--- src/rtl/tap_frame_controller.sv ---
`default_nettype none
// +--------------------------------------------------------------------------+
// | tap_frame_controller: frames JTAG user-DR words into length-prefixed     |
// | byte payloads with a small FIFO and a valid/ready output. Rev 1.0        |
// +--------------------------------------------------------------------------+
module tap_frame_controller #(
    parameter int DATA_WIDTH = 8,
    parameter int LEN_WIDTH  = 16,
    parameter int FIFO_DEPTH = 16
) (
    input  logic                  tck,
    input  logic                  test_logic_reset,
    input  logic [DATA_WIDTH-1:0] in_data,
    input  logic                  in_valid,
    output logic [DATA_WIDTH-1:0] out_data,
    output logic                  out_valid,
    input  logic                  out_ready,
    output logic                  out_last,
    output logic                  frame_done,
    output logic                  overflow
);

    localparam int AW = $clog2(FIFO_DEPTH);

    typedef enum logic [1:0] {
        LEN_LO  = 2'd0,
        LEN_HI  = 2'd1,
        PAYLOAD = 2'd2,
        DRAIN   = 2'd3
    } state_t;

    state_t                  state;
    logic [DATA_WIDTH-1:0]   len_lo;
    logic [LEN_WIDTH-1:0]    remain;
    logic [AW:0]             wr_ptr;
    logic [AW:0]             rd_ptr;
    logic [DATA_WIDTH:0]     mem [FIFO_DEPTH];

    logic                    empty;
    logic                    full;
    logic                    pop;
    logic                    push_req;
    logic                    push_ok;
    logic                    push_last;
    logic [DATA_WIDTH:0]     head;
    logic [LEN_WIDTH-1:0]    full_len;

    // Extra pointer MSB distinguishes full from empty when the index bits match.
    assign empty     = (wr_ptr == rd_ptr);
    assign full      = (wr_ptr[AW] != rd_ptr[AW]) && (wr_ptr[AW-1:0] == rd_ptr[AW-1:0]);
    assign pop       = !empty && out_ready;
    assign push_req  = (state == PAYLOAD) && in_valid;
    assign push_ok   = push_req && (!full || pop);
    assign push_last = (remain == LEN_WIDTH'(1));
    assign full_len  = LEN_WIDTH'({in_data, len_lo});

    assign head      = mem[rd_ptr[AW-1:0]];
    assign out_valid = !empty;
    assign out_data  = head[DATA_WIDTH-1:0];
    assign out_last  = !empty && head[DATA_WIDTH];

    always_ff @(posedge tck) begin
        if (push_ok) begin
            mem[wr_ptr[AW-1:0]] <= {push_last, in_data};
        end
    end

    always_ff @(posedge tck) begin
        if (test_logic_reset) begin
            state      <= LEN_LO;
            len_lo     <= '0;
            remain     <= '0;
            wr_ptr     <= '0;
            rd_ptr     <= '0;
            frame_done <= 1'b0;
            overflow   <= 1'b0;
        end else begin
            frame_done <= 1'b0;
            if (push_ok) begin
                wr_ptr <= wr_ptr + 1'b1;
            end
            if (pop) begin
                rd_ptr <= rd_ptr + 1'b1;
            end
            if (push_req && !push_ok) begin
                overflow <= 1'b1;
            end
            case (state)
                LEN_LO: begin
                    if (in_valid) begin
                        len_lo <= in_data;
                        state  <= LEN_HI;
                    end
                end
                LEN_HI: begin
                    if (in_valid) begin
                        remain <= full_len;
                        if (full_len == '0) begin
                            frame_done <= 1'b1;
                            state      <= LEN_LO;
                        end else begin
                            state <= PAYLOAD;
                        end
                    end
                end
                PAYLOAD: begin
                    // Dropped bytes leave remain untouched so the frame ends on received data.
                    if (push_ok) begin
                        remain <= remain - 1'b1;
                        if (push_last) begin
                            state <= DRAIN;
                        end
                    end
                end
                DRAIN: begin
                    if (pop && out_last) begin
                        frame_done <= 1'b1;
                        state      <= LEN_LO;
                    end
                end
                default: state <= LEN_LO;
            endcase
        end
    end

endmodule
`default_nettype wire
--- config.mk ---
export PLATFORM = sky130hd
export DESIGN_NAME = tap_frame_controller
export DESIGN_NICKNAME = d
export VERILOG_FILES = /design/src/rtl/tap_frame_controller.sv
export SDC_FILE = /design/constraint.sdc
export NUM_CORES = 1
export LEC_CHECK = 0
export ABC_AREA = 1
export BUFFER_PORTS_ARGS = -buffer_cell sky130_fd_sc_hd__buf_4
export CORE_ASPECT_RATIO = 1.5
export CORE_MARGIN = 3
export CORE_UTILIZATION = 50
export CTS_CLUSTER_SIZE = 28
export DETAILED_ROUTE_END_ITERATION = 10
export PLACE_DENSITY = 0.69
export SYNTH_ARGS = -nofsm -noshare
export SYNTH_HDL_FRONTEND = slang
export SYNTH_SLANG_ARGS = --single-unit
export TNS_END_PERCENT = 20
--- constraint.sdc ---
create_clock -name tck -period 2.8 [get_ports tck]
set_input_delay 0.28 -clock tck [delete_from_list [all_inputs] [get_ports tck]]
set_output_delay 0.28 -clock tck [all_outputs]
set_load 0.02 [all_outputs]
Yosys cells after proc, flatten, opt, wreduce, memory -nomap -nowiden

Memory sizes are Yosys's and may differ from the RTL's. A register that Yosys moved wholly into a read port is not among the register bits.
Index checks and enable logic that the tools add are counted.

Bits in registers: 38
Bits in latches: 0
Bits in writable memories: 144
Memory bits (read-only): 0
Output and inout bits: 12
Memories: 1

$add $sub $neg: 3
$mul: 0
Divide/modulo/power cells: 0
$lt $le $gt $ge: 0
Eq/ne operators: 12
Shifts and indexed selects: 0
Mux-type cells: 18
Bitwise operators: 0
Reductions and logical operators: 17

Memory list:

| name | depth | bits a word | rd ports | clocked after Yosys merged registers in | wr ports | line | source |
|---|---|---|---|---|---|---|---|
| mem  | 16    | 9           | 1        | 1                                       | 1        | 37   | `logic [DATA_WIDTH:0] mem [FIFO_DEPTH];` |

Operator list:

| kind                                                                    | number |
|---|---|
| 16-bit 2-to-1 mux                                                       | 2 |
| 16-bit one-hot mux with 2 select lines                                  | 1 |
| 16-bit by 1-bit equality test with 1-bit output (second input constant) | 1 |
| 16-bit zero test                                                        | 1 |
| 16-bit by 1-bit subtractor with 16-bit output (second input constant)   | 1 |
| 2-bit 2-to-1 mux                                                        | 6 |
| 5-bit by 1-bit adder with 5-bit output (second input constant)          | 2 |
| 2-bit inequality test (second input constant)                           | 5 |
| 4-bit 2-to-1 mux                                                        | 2 |
| 2-bit one-hot mux with 4 select lines                                   | 1 |
| 1-bit logical AND                                                       | 7 |
| 5-bit equality test                                                     | 1 |
| 1-bit 2-to-1 mux                                                        | 5 |
| 5-bit AND reduction                                                     | 1 |
| 2-bit equality test (second input constant)                             | 2 |
| 4-bit equality test                                                     | 1 |
| 1-bit zero test                                                         | 3 |
| 3-bit AND reduction                                                     | 1 |
| 2-bit by 1-bit equality test with 1-bit output (second input constant)  | 1 |
| 2-bit zero test                                                         | 1 |
| 1-bit one-hot mux with 2 select lines                                   | 1 |
| 2-bit AND reduction                                                     | 1 |
| 2-bit nonzero test                                                      | 1 |
| 1-bit logical OR                                                        | 1 |
| 1-bit inequality test                                                   | 1 |

Logic depth before layout (Yosys ltp)

Depth after elaboration: 7
Mapped depth: 12
Gate-level depth less buffers: 12

Least setup slack after synthesis

OpenSTA, ideal clock, no wires.

Path kind: register to register
Start: register with a tool-made name
End: memory mem[12][0] (netlist bit) (enable)
Arrival time: 1.466 ns
Required time: 2.426 ns
Slack: 0.960 ns
Cell stages (with the launch flop): 9
Path buffers: 0
Path through: dfxtp_1 inv_2 nor2_4 inv_2 nor2_4 nand2_4 inv_2 nand2_1 nor2_1

RTL lines:

| what      | line |
|---|---|
| to (decl) | 37 |

==> impl_metrics.toml <==
[outcome]
outcome = "finished clean"

[sta]
finalCriticalPeriod_ps = 2640
rsz0062_at_grt = "no"
finalSetupTns_ps = 0
fmax_mhz = 378
setup_viol = 0
max_slew.worst_pin.slew_ps = 822
skew_ps = 13.1
relSlewSlack = 0.450
period_share = 0.944
hold_viol = 0
drv_slew = 0

[clocking]
numCtsBuffers = 17
clk_latency_ps = 420
cts_setup_buffers = 0
post_cts_resized = 0
cts.hold.buffers_added = 0
cts_buffer_depth = 2
tritoncts = "yes"
cts.htree.levels = 4
path_clk_slew_ps = 70
clock-sinks = 186
root_buffer = "clkbuf_16"

[final_layout]
layout.cells.non_filler = 1002
drive_above_1_share = 0.123
area_delta_synth_final_pct = 13.0
diodes = 0
fillers = 1265
final_cell_mix = "edfxtp_1 (144), nor2_1 (123), nand2_1 (103), o21ai_0 (100), buf_4 (45)"
layout_commonest_cell = "edfxtp_1"
nNetsFinal = 809

[global_routing]
track_usage = 0.222
overflow = 0
antenna_found_initial = 0
grt_pass1_wl_mm = 29.4
grt_max_degree = 73
grt_pass1_vias = 5841

[critical_path]
cp_common_cell = "buf_4"
worstSetupEndpointType = "output port"
worstSetupPathType = "register to output port"
cp_data_required_time_ps = 2520
crit_buf_inv = 2
critical_path_peak_fanout = 72
startpoint_type = "register"
crit_chain = "buf_4, o21ai_0, o221ai_1, nand3_1, nand2_1, buf_4"
path_delay_family = "buffers and inverters"
cp_slowest_cell = "buf_4"
cpPeakStageDelay_ps = 530
critical_path_arrival_ps = 2360

[yosys]
yosys_warnings = 0
synth_ff_type = "edfxtp_1"
synth_cell_type_count = 35
synth-edff-count = 144
syn-num-nets = 779
synth_seq_cells = 186
ys_seq_area_frac = 0.649
async_reset_ff_frac = 0
syn_avg_cell_area_sq_um = 10.5
synth.area.top_cells = "edfxtp_1 (54%), dfxtp_1 (11%), o21ai_0 (6.3%)"
synth_area_sq_um = 7960
yosysTopAreaCellShare = 0.543
yosys.area.top_type = "edfxtp_1"
netlist_instances = 760

[power]
swShare = 0.270
internal_power_mw = 4.65
p_sw_mw = 1.72
clock_power_share = 0.371
peakVddDrop_mv = 0.356
seqPwrFrac = 0.481
leakage_nw = 3.23
combPwrFrac = 0.148
p_per_area_nw_per_um2 = 708

[worst_hold_path]
hold_start = "test_logic_reset"
hp-class = "input pin to register"

[floorplan]
row_count = 55
fp.dieW_um = 109
ioPinCount = 24
die_h_um = 161
die_area_sq_um = 17500
start_util = 0.519
fp.coreArea_sq_um = 15300

[flow_run]
max_cap_viol_count = 0

[detailed_routing]
wirelength_mm = 18.6
drtPass1Iterations = 5
drt_iter0_drc = 439
drc = 0
final_antenna_net_count = 0
wl_per_cell_um = 18.5
vias_per_cell = 5.80
detailroute.via_count = 5809

[place]
dpl.hpwl_mm = 12.3
io_buffers = 23
routabilityCongestion = 0.910
placedCellCount = 970
[area by class of cell]
type                    instances  area [sq um]  area share
flip-flops and latches        186          5170       0.574
multi-input cells             485          2420       0.269
clock buffers                  18           429      0.0477
repair buffers                 46           358      0.0398
well taps                     199           249      0.0277
inverters                      54           208      0.0231
clock inverters                14           163      0.0181
[Yosys cell counts, types with 2 or more instances]
| cell type | number |
|---|---|
| nand2_2 | 3 |
| a31oi_1 | 4 |
| buf_4 | 2 |
| dfxtp_1 | 42 |
| o211ai_1 | 15 |
| nor4_1 | 2 |
| inv_2 | 8 |
| nand2_1 | 103 |
| nand3_1 | 34 |
| a21oi_1 | 35 |
| nand4_1 | 4 |
| nor2_1 | 123 |
| inv_1 | 44 |
| nor2_4 | 4 |
| ha_1 | 7 |
| nand2_4 | 2 |
| buf_2 | 8 |
| edfxtp_1 | 144 |
| o21ai_1 | 3 |
| o221ai_1 | 22 |
| nor3_1 | 6 |
| xor2_1 | 2 |
| o21ai_0 | 100 |
| o22ai_1 | 10 |
| clkbuf_1 | 23 |
[registers in the layout, summed over array words and instances (netlist names), named ones only]
register,cells
mem,144
remain,16
len_lo,8
rd_ptr,5
wr_ptr,5
frame_done,1
overflow,1
state,1
[through the flow]
stage                     hold WS, ps  setup WS (ps)  area, sq um  power (mW)  utilization
after floorplan                   342            960         7960        3.76            -
after global placement            465            750         8400        4.03        0.547
after detailed placement          467            640         8400        4.06        0.547
after CTS                         125            162         8990        6.40        0.586
after global routing              132           10.3         8990        6.62        0.586
final                             145            157         8990        6.37        0.586
[power groups by stage]
stage          clock, mW  combinational, mW  sequential (mW)
2_1_floorplan          0              0.650             3.11
3_3_place_gp           0              0.911             3.12
3_5_place_dp           0              0.941             3.12
4_1_cts             2.40              0.946             3.06
5_1_grt             2.50               1.06             3.07
6_report            2.36              0.945             3.06
[final timing paths]
kind                  to  slack (ps)  cells after the start
min           remain[15]         140                      2
max          out_data[2]         160                      6
min reg2reg   remain[13]         480                      2
max reg2reg   mem[12][1]         620                      9
[per-layer routing]
metal  GRT usage  vias to the layer above  share of wire
met4      0.0867                        0          0.021
met1       0.252                     2801           0.37
li1            -                     2751              -
met2       0.406                      216           0.55
met5           0                        -              0
met3      0.0354                       41          0.061
[kinds of logic after synthesis]
| logic type | after synthesis | synth area share |
|---|---|---|
| AOI/OAI and AO/OA | 191 | 0.138 |
| adders and majority gates | 7 | 0.0110 |
| xor gates and xnor gates | 2 | 0.00220 |
| buffers and inverters | 89 | 0.0471 |
| DFF | 186 | 0.649 |
| and+or+nand+nor | 285 | 0.153 |
Power figures use the tool's default switching activity.
